--- config.mk ---
export PLATFORM = sky130hd
export DESIGN_NAME = alu_share_arb_flat
export DESIGN_NICKNAME = d
export VERILOG_FILES = /design/src/rtl/alu_share_arb_if.sv /design/src/rtl/alu_share_arb.sv /design/src/flat_wrapper.sv
export SDC_FILE = /design/constraint.sdc
export NUM_CORES = 1
export LEC_CHECK = 0
export ABC_AREA = 1
export BUFFER_PORTS_ARGS = -buffer_cell sky130_fd_sc_hd__buf_2
export CAP_MARGIN = 20
export CORE_AREA = 10 10 105 107
export DETAILED_ROUTE_END_ITERATION = 10
export DIE_AREA = 0 0 115 117
export PLACE_DENSITY = 0.76
export SYNTH_ARGS = -nofsm -noshare
export SYNTH_HDL_FRONTEND = slang
export SYNTH_SLANG_ARGS = --single-unit
--- constraint.sdc ---
create_clock -name clk -period 1.9 [get_ports clk]
set_input_delay 0.38 -clock clk [delete_from_list [all_inputs] [get_ports clk]]
set_output_delay 0.38 -clock clk [all_outputs]
set_load 0.03 [all_outputs]
--- src/rtl/alu_share_arb_if.sv ---
// Request, shared-ALU and response bundle for alu_share_arb.
// slave = arbiter side; master = requesters, ALU and response consumer.
interface alu_share_arb_if;
    logic        req0_valid, req1_valid;
    logic        req0_ready, req1_ready;
    logic [31:0] req0_rn, req1_rn;
    logic [31:0] req0_src2, req1_src2;
    logic [3:0]  req0_ctrl, req1_ctrl;
    logic        req0_setflags, req1_setflags;
    logic [31:0] alu_rn, alu_src2;
    logic [3:0]  alu_ctrl;
    logic [31:0] alu_rd;
    logic [3:0]  alu_flags;
    logic        rsp_valid, rsp_ready, rsp_id;
    logic [31:0] rsp_rd;
    logic [3:0]  rsp_flags;
    logic [3:0]  flags;

    modport slave (
        input  req0_valid, req1_valid, req0_rn, req1_rn, req0_src2, req1_src2,
               req0_ctrl, req1_ctrl, req0_setflags, req1_setflags,
               alu_rd, alu_flags, rsp_ready,
        output req0_ready, req1_ready, alu_rn, alu_src2, alu_ctrl,
               rsp_valid, rsp_id, rsp_rd, rsp_flags, flags
    );

    modport master (
        output req0_valid, req1_valid, req0_rn, req1_rn, req0_src2, req1_src2,
               req0_ctrl, req1_ctrl, req0_setflags, req1_setflags,
               alu_rd, alu_flags, rsp_ready,
        input  req0_ready, req1_ready, alu_rn, alu_src2, alu_ctrl,
               rsp_valid, rsp_id, rsp_rd, rsp_flags, flags
    );
endinterface

--- src/rtl/alu_share_arb.sv ---
// Two-requester arbiter for one shared combinational ALU, with a one-entry response
// register and the architectural NZCV register. ALU_ARB_FIXED_PRIO_EN: requester 0 always wins.
module alu_share_arb (
    input  logic           clk,
    input  logic           reset,
    alu_share_arb_if.slave bus
);
    logic [1:0]  req_vld, gnt;
    logic        avail, acc, gnt_id, gnt_setflags;
    logic        rsp_valid_q, rsp_valid_d;
    logic        rsp_id_q, rsp_id_d;
    logic [31:0] rsp_rd_q, rsp_rd_d;
    logic [3:0]  rsp_flags_q, rsp_flags_d;
    logic [3:0]  flags_q, flags_d;

    assign req_vld = {bus.req1_valid, bus.req0_valid};
    assign avail   = ~rsp_valid_q | bus.rsp_ready;
    assign acc     = |gnt;
    assign gnt_id  = gnt[1];

`ifdef ALU_ARB_FIXED_PRIO_EN
    always_comb begin
        gnt = 2'b00;
        if (avail && !reset) begin
            if (req_vld[0])      gnt = 2'b01;
            else if (req_vld[1]) gnt = 2'b10;
        end
    end
`else
    logic last_id_q, last_id_d;

    // On contention the requester that did not win last time goes first.
    always_comb begin
        gnt = 2'b00;
        if (avail && !reset) begin
            if (&req_vld) gnt = last_id_q ? 2'b01 : 2'b10;
            else          gnt = req_vld;
        end
    end

    always_comb begin
        last_id_d = last_id_q;
        if (acc) last_id_d = gnt_id;
    end

    always_ff @(posedge clk) begin
        if (reset) last_id_q <= 1'b1;
        else       last_id_q <= last_id_d;
    end
`endif

    assign bus.req0_ready = gnt[0];
    assign bus.req1_ready = gnt[1];

    always_comb begin
        bus.alu_rn   = 32'h0;
        bus.alu_src2 = 32'h0;
        bus.alu_ctrl = 4'h0;
        gnt_setflags = 1'b0;
        if (gnt[0]) begin
            bus.alu_rn   = bus.req0_rn;
            bus.alu_src2 = bus.req0_src2;
            bus.alu_ctrl = bus.req0_ctrl;
            gnt_setflags = bus.req0_setflags;
        end else if (gnt[1]) begin
            bus.alu_rn   = bus.req1_rn;
            bus.alu_src2 = bus.req1_src2;
            bus.alu_ctrl = bus.req1_ctrl;
            gnt_setflags = bus.req1_setflags;
        end
    end

    // A new acceptance always overwrites, so drain+accept keeps rsp_valid high.
    always_comb begin
        rsp_valid_d = rsp_valid_q;
        rsp_id_d    = rsp_id_q;
        rsp_rd_d    = rsp_rd_q;
        rsp_flags_d = rsp_flags_q;
        flags_d     = flags_q;
        if (acc) begin
            rsp_valid_d = 1'b1;
            rsp_id_d    = gnt_id;
            rsp_rd_d    = bus.alu_rd;
            rsp_flags_d = bus.alu_flags;
            if (gnt_setflags) flags_d = bus.alu_flags;
        end else if (bus.rsp_ready) begin
            rsp_valid_d = 1'b0;
        end
    end

    always_ff @(posedge clk) begin
        if (reset) begin
            rsp_valid_q <= 1'b0;
            rsp_id_q    <= 1'b0;
            rsp_rd_q    <= 32'h0;
            rsp_flags_q <= 4'h0;
            flags_q     <= 4'h0;
        end else begin
            rsp_valid_q <= rsp_valid_d;
            rsp_id_q    <= rsp_id_d;
            rsp_rd_q    <= rsp_rd_d;
            rsp_flags_q <= rsp_flags_d;
            flags_q     <= flags_d;
        end
    end

    assign bus.rsp_valid = rsp_valid_q;
    assign bus.rsp_id    = rsp_id_q;
    assign bus.rsp_rd    = rsp_rd_q;
    assign bus.rsp_flags = rsp_flags_q;
    assign bus.flags     = flags_q;
endmodule
--- src/flat_wrapper.sv ---
// flat-port wrapper written by rule: the top's interface ports become plain ports
module alu_share_arb_flat 
  (clk, reset, bus_req0_valid, bus_req1_valid, bus_req0_rn, bus_req1_rn, bus_req0_src2, bus_req1_src2, bus_req0_ctrl, bus_req1_ctrl, bus_req0_setflags, bus_req1_setflags, bus_alu_rd, bus_alu_flags, bus_rsp_ready, bus_req0_ready, bus_req1_ready, bus_alu_rn, bus_alu_src2, bus_alu_ctrl, bus_rsp_valid, bus_rsp_id, bus_rsp_rd, bus_rsp_flags, bus_flags);
  alu_share_arb_if bus_i ();
  input  logic clk;
  input  logic reset;
  input wire logic [$bits(bus_i.req0_valid)-1:0] bus_req0_valid;
  input wire logic [$bits(bus_i.req1_valid)-1:0] bus_req1_valid;
  input wire logic [$bits(bus_i.req0_rn)-1:0] bus_req0_rn;
  input wire logic [$bits(bus_i.req1_rn)-1:0] bus_req1_rn;
  input wire logic [$bits(bus_i.req0_src2)-1:0] bus_req0_src2;
  input wire logic [$bits(bus_i.req1_src2)-1:0] bus_req1_src2;
  input wire logic [$bits(bus_i.req0_ctrl)-1:0] bus_req0_ctrl;
  input wire logic [$bits(bus_i.req1_ctrl)-1:0] bus_req1_ctrl;
  input wire logic [$bits(bus_i.req0_setflags)-1:0] bus_req0_setflags;
  input wire logic [$bits(bus_i.req1_setflags)-1:0] bus_req1_setflags;
  input wire logic [$bits(bus_i.alu_rd)-1:0] bus_alu_rd;
  input wire logic [$bits(bus_i.alu_flags)-1:0] bus_alu_flags;
  input wire logic [$bits(bus_i.rsp_ready)-1:0] bus_rsp_ready;
  output wire logic [$bits(bus_i.req0_ready)-1:0] bus_req0_ready;
  output wire logic [$bits(bus_i.req1_ready)-1:0] bus_req1_ready;
  output wire logic [$bits(bus_i.alu_rn)-1:0] bus_alu_rn;
  output wire logic [$bits(bus_i.alu_src2)-1:0] bus_alu_src2;
  output wire logic [$bits(bus_i.alu_ctrl)-1:0] bus_alu_ctrl;
  output wire logic [$bits(bus_i.rsp_valid)-1:0] bus_rsp_valid;
  output wire logic [$bits(bus_i.rsp_id)-1:0] bus_rsp_id;
  output wire logic [$bits(bus_i.rsp_rd)-1:0] bus_rsp_rd;
  output wire logic [$bits(bus_i.rsp_flags)-1:0] bus_rsp_flags;
  output wire logic [$bits(bus_i.flags)-1:0] bus_flags;
  assign bus_i.req0_valid = bus_req0_valid;
  assign bus_i.req1_valid = bus_req1_valid;
  assign bus_i.req0_rn = bus_req0_rn;
  assign bus_i.req1_rn = bus_req1_rn;
  assign bus_i.req0_src2 = bus_req0_src2;
  assign bus_i.req1_src2 = bus_req1_src2;
  assign bus_i.req0_ctrl = bus_req0_ctrl;
  assign bus_i.req1_ctrl = bus_req1_ctrl;
  assign bus_i.req0_setflags = bus_req0_setflags;
  assign bus_i.req1_setflags = bus_req1_setflags;
  assign bus_i.alu_rd = bus_alu_rd;
  assign bus_i.alu_flags = bus_alu_flags;
  assign bus_i.rsp_ready = bus_rsp_ready;
  assign bus_req0_ready = bus_i.req0_ready;
  assign bus_req1_ready = bus_i.req1_ready;
  assign bus_alu_rn = bus_i.alu_rn;
  assign bus_alu_src2 = bus_i.alu_src2;
  assign bus_alu_ctrl = bus_i.alu_ctrl;
  assign bus_rsp_valid = bus_i.rsp_valid;
  assign bus_rsp_id = bus_i.rsp_id;
  assign bus_rsp_rd = bus_i.rsp_rd;
  assign bus_rsp_flags = bus_i.rsp_flags;
  assign bus_flags = bus_i.flags;
  alu_share_arb u_core (.clk(clk), .reset(reset), .bus(bus_i));
endmodule
==> flow_summary_export.csv <==
group,metric,value,unit
cts,cts_inserted_buffers,5,
worst_setup_path,r2r-start,"u_core.bus.rsp_valid",
cts,cts-htree-levels,2,
global_route,grt_start_max_net_pins,37,
cts,cts_tree,"yes",
final_layout,finish.utilization,53.97,%
die,num_rows,35,
synth,ys_types,18,
synth,synth_edf_count,0,
worst_setup_path,arrival,1.57,ns
route,drc_errors,0,
synth,synth_nets,593,
synth,postSynthAreaPerCell,5.890,µm²
final_layout,layout-drive-gt1-share,46.99,%
final_layout,regArea,863.3,µm²
die,dieArea,13460,µm²
global_route,grt_pass1_wl,19.19,mm
cts,clk_pin_slew,0.08,ns
global_route,overflow,0,
synth,yosys.area.top_type,"dfxtp_1",
route,antenna_left,0,
cts,max-clock-path-buffers,2,
pwr,switching_share,38.28,%
pwr,p_sw,1.173,mW
status,outcome,"finished, violations left",
die,die_w,115,µm
worst_setup_path,setup.worst_path.class,"flip-flop to output port",
synth,synth.top_cells.by_area,"dfxtp_1, nand2_1, nor2_1",
worst_setup_path,end_kind,"output port",
final_layout,fillers,836,
timing,finalHoldViolCount,0,
cts,cts.sinks,43,
die,core-area,9021,µm²
synth,netlist_top_cells_count,"nand2_1, nor2_1, dfxtp_1",
timing,fin_ws,-0.05282,ns
synth,synth.top_cell.area_share,35.30,%
global_route,antenna_found_initial,3,
timing,period_share,102.8,%
worst_setup_path,worstSetupStartpointType,"flip-flop",
synth,async_reset_ff_share,0,%
pwr,intPower,1.892,mW
status,violations,"negative setup slack",
die,die_h,117,µm
synth,ys_seq_area_share,35.30,%
pwr,seq_power_share,33.6,%
synth,synth_warnings,0,
final_layout,area_growth,99.64,%
timing,maxSlewViolCount,0,
timing,max_freq,512.1,MHz
synth,ys_seq_elements,43,
placement,io_buffers,290,
route,totalWireLength,13.89,mm
timing,worst_clock_skew,0.004661,ns
final_layout,nNetsFinal,893,
placement,pre_cts_ws,0.01705,ns
route,wl_per_cell,16.76,µm
timing,setup_viol,54,
pwr,leakagePower,2.843,nW
pwr,p_per_area,629.5,nW/µm²
synth,syn_area,2439,µm²
global_route,grt_util_all_layers,17.47,%
timing,slew_headroom,76.31,%
placement,postPlaceCellArea,3983,µm²
die,start_util,27.03,%
pwr,clkPwrFrac,20.8,%
worst_setup_path,r2r-end,"u_core.bus.rsp_rd[11]",
synth,yosysMostFrequentCell,"nand2_1",
route,drt_iter0_drc,392,
pwr,combinationalPowerShare,45.6,%
worst_setup_path,required,1.52,ns
timing,setup_tns,-1.160,ns
final_layout,finalInstanceArea,4868,µm²
route,viasPerCell,4.461,
timing,rsz0062_at_grt,"yes",
min_path,min_path_cells,3,
timing,worst_pin_slew,0.3553,ns
synth,synth-main-ff-cell,"dfxtp_1",
pwr,ir_drop,0.0006345,V
timing,finalCriticalPeriod,1.953,ns
worst_setup_path,r2r_setup_slack,0.15,ns
worst_setup_path,worstRegToRegCells,8,
route,vias,3698,
min_path,min_to,"u_core.bus.rsp_rd[28]",
route,first_pass_iters,5,
cts,clock_latency,0.29,ns
placement,dp_hpwl,10.33,mm
die,io_pins,291,
min_path,min_from,"bus_alu_rd[28]",
global_route,grt_pass1_vias,3653,
placement,routabilityCongestion,0.8653,
cts,root_buffer,"clkbuf_8",
flow_run,max-cap-violations,0,
min_path,hold_class,"input port to flip-flop",
synth,synth_cells,414,
worst_setup_path,crit_start,"u_core.bus.rsp_valid",
final_layout,multiInputGateArea,1389,µm²
worst_setup_path,path_max_fanout,11,
registers in the layout (all words and copies together) (netlist names):
name,count
u_core.bus.rsp_rd,32
u_core.last_id_q,1
u_core.bus.flags,4
u_core.bus.rsp_valid,1
u_core.bus.rsp_flags,4
u_core.bus.rsp_id,1
layer usage:
layer  GRT usage (%)  wire length (µm)  vias up  part of all wire [%]
li1                -                 -     1885                     -
met1           18.90              4820     1589                    35
met2           31.12              6907      211                    50
met3           6.932              1974       13                    14
met4           4.290               188        0                   1.4
met5               0                 0        -                     0
critical path, cell delays in order, from the launching register on:
cell	delay (ns)
dfxtp_2	0.35
a21oi_4	0.24
nand2_4	0.11
clkinv_8	0.12
buf_16	0.14
nand2_1	0.07
nand2_1	0.11
buf_6	0.14
layout make-up:
| type | instances | area share (%) |
|---|---|---|
| timing repair inverter | 1 | 0.1799 |
| multi-input combinational | 341 | 28.53 |
| antenna | 3 | 0.1542 |
| tap | 111 | 2.853 |
| timing repair buffer | 316 | 47.47 |
| inverter | 6 | 1.028 |
| clock buffer | 8 | 2.056 |
| sequential | 43 | 17.73 |
stage by stage:
step           hold slack, ns  cells  total power [mW]
5_1_grt                0.3123    829             3.235
6_report               0.3059    829             3.065
3_5_place_dp           0.4734    803             2.189
2_1_floorplan          0.4704    414             1.747
3_3_place_gp           0.4628    803             2.182
4_1_cts                0.2970    814             2.978
logic make-up after synthesis:
logic type / after synthesis / share of synthesized area (%)
compound gates: 43 / 9.441
buf+inv: 30 / 8.158
simple gates: 298 / 47.10
flops: 43 / 35.30
power by group through the flow:
stage                     Clock (mW)  Sequential [mW]  Combinational (mW)
after floorplan                    0             1.22               0.532
after global placement             0             1.05                1.14
after detailed placement           0             1.05                1.14
after CTS                      0.654             1.03                1.29
after global routing           0.690             1.04                1.50
final                          0.636             1.03                1.40
what timing repair did:
item                                    4_1_cts  5_1_grt
gates cloned                                  2       10
pin swaps                                     2        3
gates resized for setup                     125       33
buffers inserted                              1        2
hold buffers                                  0        0
endpoints found under the setup margin       70       69
placed cells by master, fill, tap and decap left out, types with 6 or more instances in the layout:
master     synthesis  layout
a21oi_1            6       6
nand2_1          215     213
o21ai_0           33      33
clkbuf_8           0       7
buf_6              8      69
nand3_1           10      10
buf_4              3      11
nor2_1            70      70
dfxtp_1           43      41
buf_2             10     221
clkbuf_16          0       8
how the worst max path moves through the flow:
| stage | cells past startpoint | slack, ns | to |
|---|---|---|---|
| after floorplan | 6 | 0.06 | bus_alu_ctrl[0] |
| after global placement | 9 | 0.04 | bus_alu_src2[27] |
| after detailed placement | 9 | 0.02 | bus_alu_src2[27] |
| after CTS | 7 | -0.02 | bus_alu_rn[16] |
| after global routing | 7 | -0.12 | bus_alu_rn[24] |
| final | 7 | -0.05 | bus_alu_src2[10] |
(Power assumes the default switching activity.)
